--- config.mk ---
export PLATFORM = sky130hd
export DESIGN_NAME = riscv_mem_arbiter
export DESIGN_NICKNAME = d
export VERILOG_FILES = /design/src/rtl/riscv_mem_arbiter.sv
export SDC_FILE = /design/constraint.sdc
export NUM_CORES = 1
export LEC_CHECK = 0
export BUFFER_PORTS_ARGS = -buffer_cell sky130_fd_sc_hd__buf_2
export CELL_PAD_IN_SITES_DETAIL_PLACEMENT = 1
export CELL_PAD_IN_SITES_GLOBAL_PLACEMENT = 2
export CORE_MARGIN = 1.5
export CORE_UTILIZATION = 12
export DETAILED_ROUTE_END_ITERATION = 7
export PLACE_DENSITY = 0.85
export SLEW_MARGIN = 20
export SYNTH_ARGS = -nofsm -noshare
export SYNTH_HDL_FRONTEND = slang
export SYNTH_SLANG_ARGS = --single-unit
export TNS_END_PERCENT = 5
--- constraint.sdc ---
create_clock -name clk_in -period 5.65 [get_ports clk_in]
set_clock_uncertainty 0.2 [all_clocks]
set_input_delay 0.2825 -clock clk_in [delete_from_list [all_inputs] [get_ports clk_in]]
set_output_delay 0.2825 -clock clk_in [all_outputs]
set_load 0.1 [all_outputs]
--- src/rtl/riscv_mem_arbiter.sv ---
// Single-port memory arbiter between instruction fetch and data access.
// Data has priority, fetch is forced after STARVE_MAX data grants, and one read is in flight at most.
module riscv_mem_arbiter #(
    parameter int unsigned WIDTH      = 32,
    parameter int unsigned STARVE_MAX = 4,
    parameter int unsigned TIMEOUT    = 16
) (
    input  logic             clk_in,
    input  logic             rst_in,
    input  logic             if_req_in,
    input  logic [WIDTH-1:0] if_addr_in,
    output logic             if_gnt_out,
    output logic             if_rvalid_out,
    output logic [WIDTH-1:0] if_rdata_out,
    input  logic             d_req_in,
    input  logic             d_we_in,
    input  logic [WIDTH-1:0] d_addr_in,
    input  logic [WIDTH-1:0] d_wdata_in,
    output logic             d_gnt_out,
    output logic             d_rvalid_out,
    output logic [WIDTH-1:0] d_rdata_out,
    output logic             mem_req_out,
    output logic             mem_we_out,
    output logic [WIDTH-1:0] mem_addr_out,
    output logic [WIDTH-1:0] mem_wdata_out,
    input  logic             mem_rvalid_in,
    input  logic [WIDTH-1:0] mem_rdata_in,
    output logic             err_out
);

    localparam int unsigned SW = $clog2(STARVE_MAX + 1);
    localparam int unsigned WW = $clog2(TIMEOUT);

    typedef enum logic [0:0] {StIdle, StWaitResp} state_e;

    state_e          state_q, state_d;
    logic            owner_q, owner_d;  // 1 = data, 0 = fetch
    logic [SW-1:0]   starve_q, starve_d;
    logic [WW-1:0]   wd_q, wd_d;

    logic             fetch_forced;
    logic             grant_d;
    logic             grant_if;
    logic             rsp_valid;
    logic [WIDTH-1:0] rsp_data;

    always_ff @(posedge clk_in or negedge rst_in) begin
        if (!rst_in) begin
            state_q  <= StIdle;
            owner_q  <= 1'b0;
            starve_q <= '0;
            wd_q     <= '0;
        end else begin
            state_q  <= state_d;
            owner_q  <= owner_d;
            starve_q <= starve_d;
            wd_q     <= wd_d;
        end
    end

    always_comb begin
        state_d       = state_q;
        owner_d       = owner_q;
        starve_d      = starve_q;
        wd_d          = wd_q;
        if_gnt_out    = 1'b0;
        d_gnt_out     = 1'b0;
        mem_req_out   = 1'b0;
        mem_we_out    = 1'b0;
        mem_addr_out  = '0;
        mem_wdata_out = '0;
        err_out       = 1'b0;
        rsp_valid     = 1'b0;
        rsp_data      = '0;

        fetch_forced = if_req_in && (starve_q == SW'(STARVE_MAX));
        // Grants are combinational from the requests, so keep them quiet while reset is held.
        grant_d      = rst_in && d_req_in && !fetch_forced;
        grant_if     = rst_in && if_req_in && !grant_d;

        unique case (state_q)
            StIdle: begin
                if (!if_req_in) begin
                    starve_d = '0;
                end
                if (grant_d) begin
                    d_gnt_out     = 1'b1;
                    mem_req_out   = 1'b1;
                    mem_we_out    = d_we_in;
                    mem_addr_out  = d_addr_in;
                    mem_wdata_out = d_wdata_in;
                    if (if_req_in && (starve_q != SW'(STARVE_MAX))) begin
                        starve_d = starve_q + SW'(1);
                    end
                    if (!d_we_in) begin
                        owner_d = 1'b1;
                        wd_d    = '0;
                        state_d = StWaitResp;
                    end
                end else if (grant_if) begin
                    if_gnt_out   = 1'b1;
                    mem_req_out  = 1'b1;
                    mem_addr_out = if_addr_in;
                    starve_d     = '0;
                    owner_d      = 1'b0;
                    wd_d         = '0;
                    state_d      = StWaitResp;
                end
            end
            StWaitResp: begin
                wd_d = wd_q + WW'(1);
                if (mem_rvalid_in) begin
                    rsp_valid = 1'b1;
                    rsp_data  = mem_rdata_in;
                    state_d   = StIdle;
                end else if (wd_q == WW'(TIMEOUT - 1)) begin
                    rsp_valid = 1'b1;
                    err_out   = 1'b1;
                    state_d   = StIdle;
                end
            end
            default: state_d = StIdle;
        endcase
    end

    // Response is steered to the latched owner; the other side stays at zero.
    assign if_rvalid_out = rsp_valid && !owner_q;
    assign d_rvalid_out  = rsp_valid && owner_q;
    assign if_rdata_out  = owner_q ? '0 : rsp_data;
    assign d_rdata_out   = owner_q ? rsp_data : '0;

endmodule

==> flow_metrics.tcl <==
set metrics [dict create \
    tns_ns 0 \
    utilization_pct 24.52 \
    maxCapViolCount 0 \
    rsz0062_at_grt "no" \
    powerDensity_mw_per_mm2 271.7 \
    rows 41 \
    cp_common_cell "buf_2" \
    cts_tree "done" \
    grt_max_degree 38 \
    wire_per_inst_um 13.10 \
    syn_nets 351 \
    cp_slowest_cell "and3b_1" \
    fmax_ghz 0.2628 \
    drcViolationCount 0 \
    hold_depth 3 \
    fin_crit_sh_pct 67.34 \
    path_cells "dlygate4sd3_1 > buf_2 > and3b_1 > and2_2 > a22o_1 > buf_2" \
    p_leak_nw 2.045 \
    max_stage_delay_ns 0.84 \
    gp_congestion 0.7774 \
    path_class "in -> out" \
    cts.sinks 9 \
    crit_cells 6 \
    clockBufferDepth 2 \
    io_buffers 268 \
    diodes 0 \
    yosysWarningCount 0 \
    firstDrtPassIters 4 \
    cp.required_ns 5.17 \
    worstSetupStartpointType "primary input" \
    final.min_clock_period_ns 3.805 \
    drt_iter0_drc 92 \
    min_to "wd_q[3]$_DFFE_PN0P_" \
    layout_common_cells "268 x buf_2, 65 x and2_1, 34 x and3_1" \
    areaGrowthSynthToFinish_pct 96.47 \
    tightest_slew_ns 0.9635 \
    antenna_found_initial 0 \
    end_kind "primary output" \
    hold_viol 0 \
    ant_nets 0 \
    rrSetupSlack_ns 3.38 \
    grt_pass1_vias 2635 \
    clk_pin_slew_ns 0.04 \
    grt_pass1_wl_um 12900 \
    initial_core_util_pct 12.48 \
    maxSlewViolCount 0 \
    layout_commonest_cell "buf_2" \
    ctsResizeCount 0 \
    syn_inst 214 \
    die_area_mm2 0.01398 \
    r2r_end "wd_q[3]$_DFFE_PN0P_" \
    clock_latency_ns 0.24 \
    path_buf_inv 3 \
    drive_gt1_share_pct 59.74 \
    worstHoldStart "d_we_in" \
    synthTopCellsByArea "and2_1 26%, a22o_1 18%, dfrtp_1 14%" \
    htree_levels 1 \
    cpLargestDelayFamily "simple AND/OR/NAND/NOR gates" \
    critPathArrivalTime_ns 3.32 \
    vias 2621 \
    status "complete, no violations" \
    dieHeight_um 118.3 \
    ios 269 \
    syn_area_per_cell_um2 7.449 \
    synth.yosys.seq_area_share_pct 14.13 \
    synth_cell_type_count 33 \
    core_region_area_mm2 0.01277 \
    worstHoldPathType "in -> reg" \
    yosys_register_bits 9 \
    power_uw 851.0 \
    syn-cell-area_mm2 0.001594 \
    timing.rr.start "starve_q[0]$_DFFE_PN0N_" \
    slew-limit-headroom_pct 35.59 \
    dp_cells 634 \
    ir_drop_uv 72.60 \
    reg2reg_depth 5 \
    instances_no_fill 639 \
    track_usage_pct 10.95 \
    hpwl_um 7033 \
    numCtsBuffers 3 \
    drt_wl_total_um 8372 \
    critical_path_peak_fanout 36 \
    viasPerCell 4.102 \
    fin_nets 605 \
    root_buffer "clkbuf_16" \
    synthDominantCellAreaShare_pct 25.90 \
    grt-ovfl-total 0 \
    setup_viol 0 \
    die_x_um 118.3 \
    yosys.area.top_type "and2_1" \
]
[kinds of logic (layout without fill, tap and decap cells)]
logic type | after synthesis | in the layout | share of synthesized area (%)
AND/OR/NAND/NOR | 127 | 127 | 48.51
multiplexers | 1 | 1 | 0.6280
flip-flops | 9 | 9 | 14.13
XOR/XNOR | 1 | 1 | 0.5496
AO/OA/AOI/OAI | 46 | 46 | 24.33
buffers and inverters | 27 | 280 | 9.497
adder cells (fa/ha/maj) | 3 | 3 | 2.355
[cells in the mapped netlist]
| master | count |
|---|---|
| a31oi_1 | 1 |
| mux2i_1 | 1 |
| a221o_1 | 1 |
| ha_1 | 3 |
| and3b_1 | 2 |
| a21bo_2 | 1 |
| and4_1 | 1 |
| o21ai_0 | 1 |
| xnor2_1 | 1 |
| inv_1 | 4 |
| nor4_1 | 1 |
| and2_1 | 66 |
| a311o_1 | 1 |
| buf_6 | 6 |
| nor3_1 | 6 |
| and3_1 | 34 |
| clkbuf_1 | 13 |
| nand4_1 | 1 |
| o311ai_0 | 1 |
| o31ai_1 | 1 |
| o21ba_2 | 1 |
| a21oi_1 | 3 |
| nand2b_1 | 2 |
| o32ai_1 | 1 |
| nand3_1 | 5 |
| dfrtp_1 | 9 |
| a22oi_1 | 1 |
| a22o_1 | 33 |
| nor2_1 | 4 |
| nor2b_1 | 1 |
| nand2_1 | 3 |
| buf_2 | 4 |
| or3b_2 | 1 |
[worst min-delay path, stage by stage]
cell	delay [ns]
buf_2	0.10
nand4_1	0.09
o311ai_0	0.10
[worst max-delay path by stage]
stage                              from               end  slack, ns
global placement      state_q$_DFF_PN0_  mem_addr_out[30]       2.18
floorplan           wd_q[0]$_DFFE_PN0P_     if_rvalid_out       2.48
global route                     rst_in  mem_addr_out[26]       1.63
detailed placement    state_q$_DFF_PN0_  mem_addr_out[30]       2.03
finish                           rst_in  mem_addr_out[26]       1.85
CTS                              rst_in  mem_addr_out[26]       1.50
[sequential cells by signal, summed over array words and instances (netlist names)]
| register | count |
|---|---|
| wd_q | 4 |
| owner_q | 1 |
| state_q | 1 |
| starve_q | 3 |
[what timing repair did]
item	4_1_cts	5_1_grt
hold endpoints to repair	9	0
setup buffers	0	0
hold buffers	1	0
[area by class of cell]
class                      count  area (µm²)
clock buffer                   4       78.83
inverter                       4       15.01
tap                          172       215.2
fill                        1673        9642
multi-input combinational    178        1224
sequential                     9       225.2
timing repair buffer         272        1374
[per-stage QoR]
| step | hold slack [ns] | setup slack (ns) | area, µm² |
|---|---|---|---|
| final | 0.1712 | 1.845 | 3132 |
| after floorplan | -0.2131 | 2.479 | 1594 |
| after CTS | 0.1879 | 1.504 | 3131 |
| after global routing | 0.2309 | 1.625 | 3132 |
| after global placement | -0.01600 | 2.180 | 3042 |
| after detailed placement | -0.009787 | 2.035 | 3042 |
[layer usage]
layer / part of all wire [%] / track usage, %
met5: 0 / 0
met1: 37 / 11.32
met4: 1.4 / 3.049
met3: 10 / 3.185
met2: 51 / 21.18
[power by group]
part	switching (mW)	internal [mW]
logic	0.496	0.123
registers	0.0226	0.0801
clock network	0.0348	0.0947
total	0.553	0.298
Power figures use the tool's default switching activity.
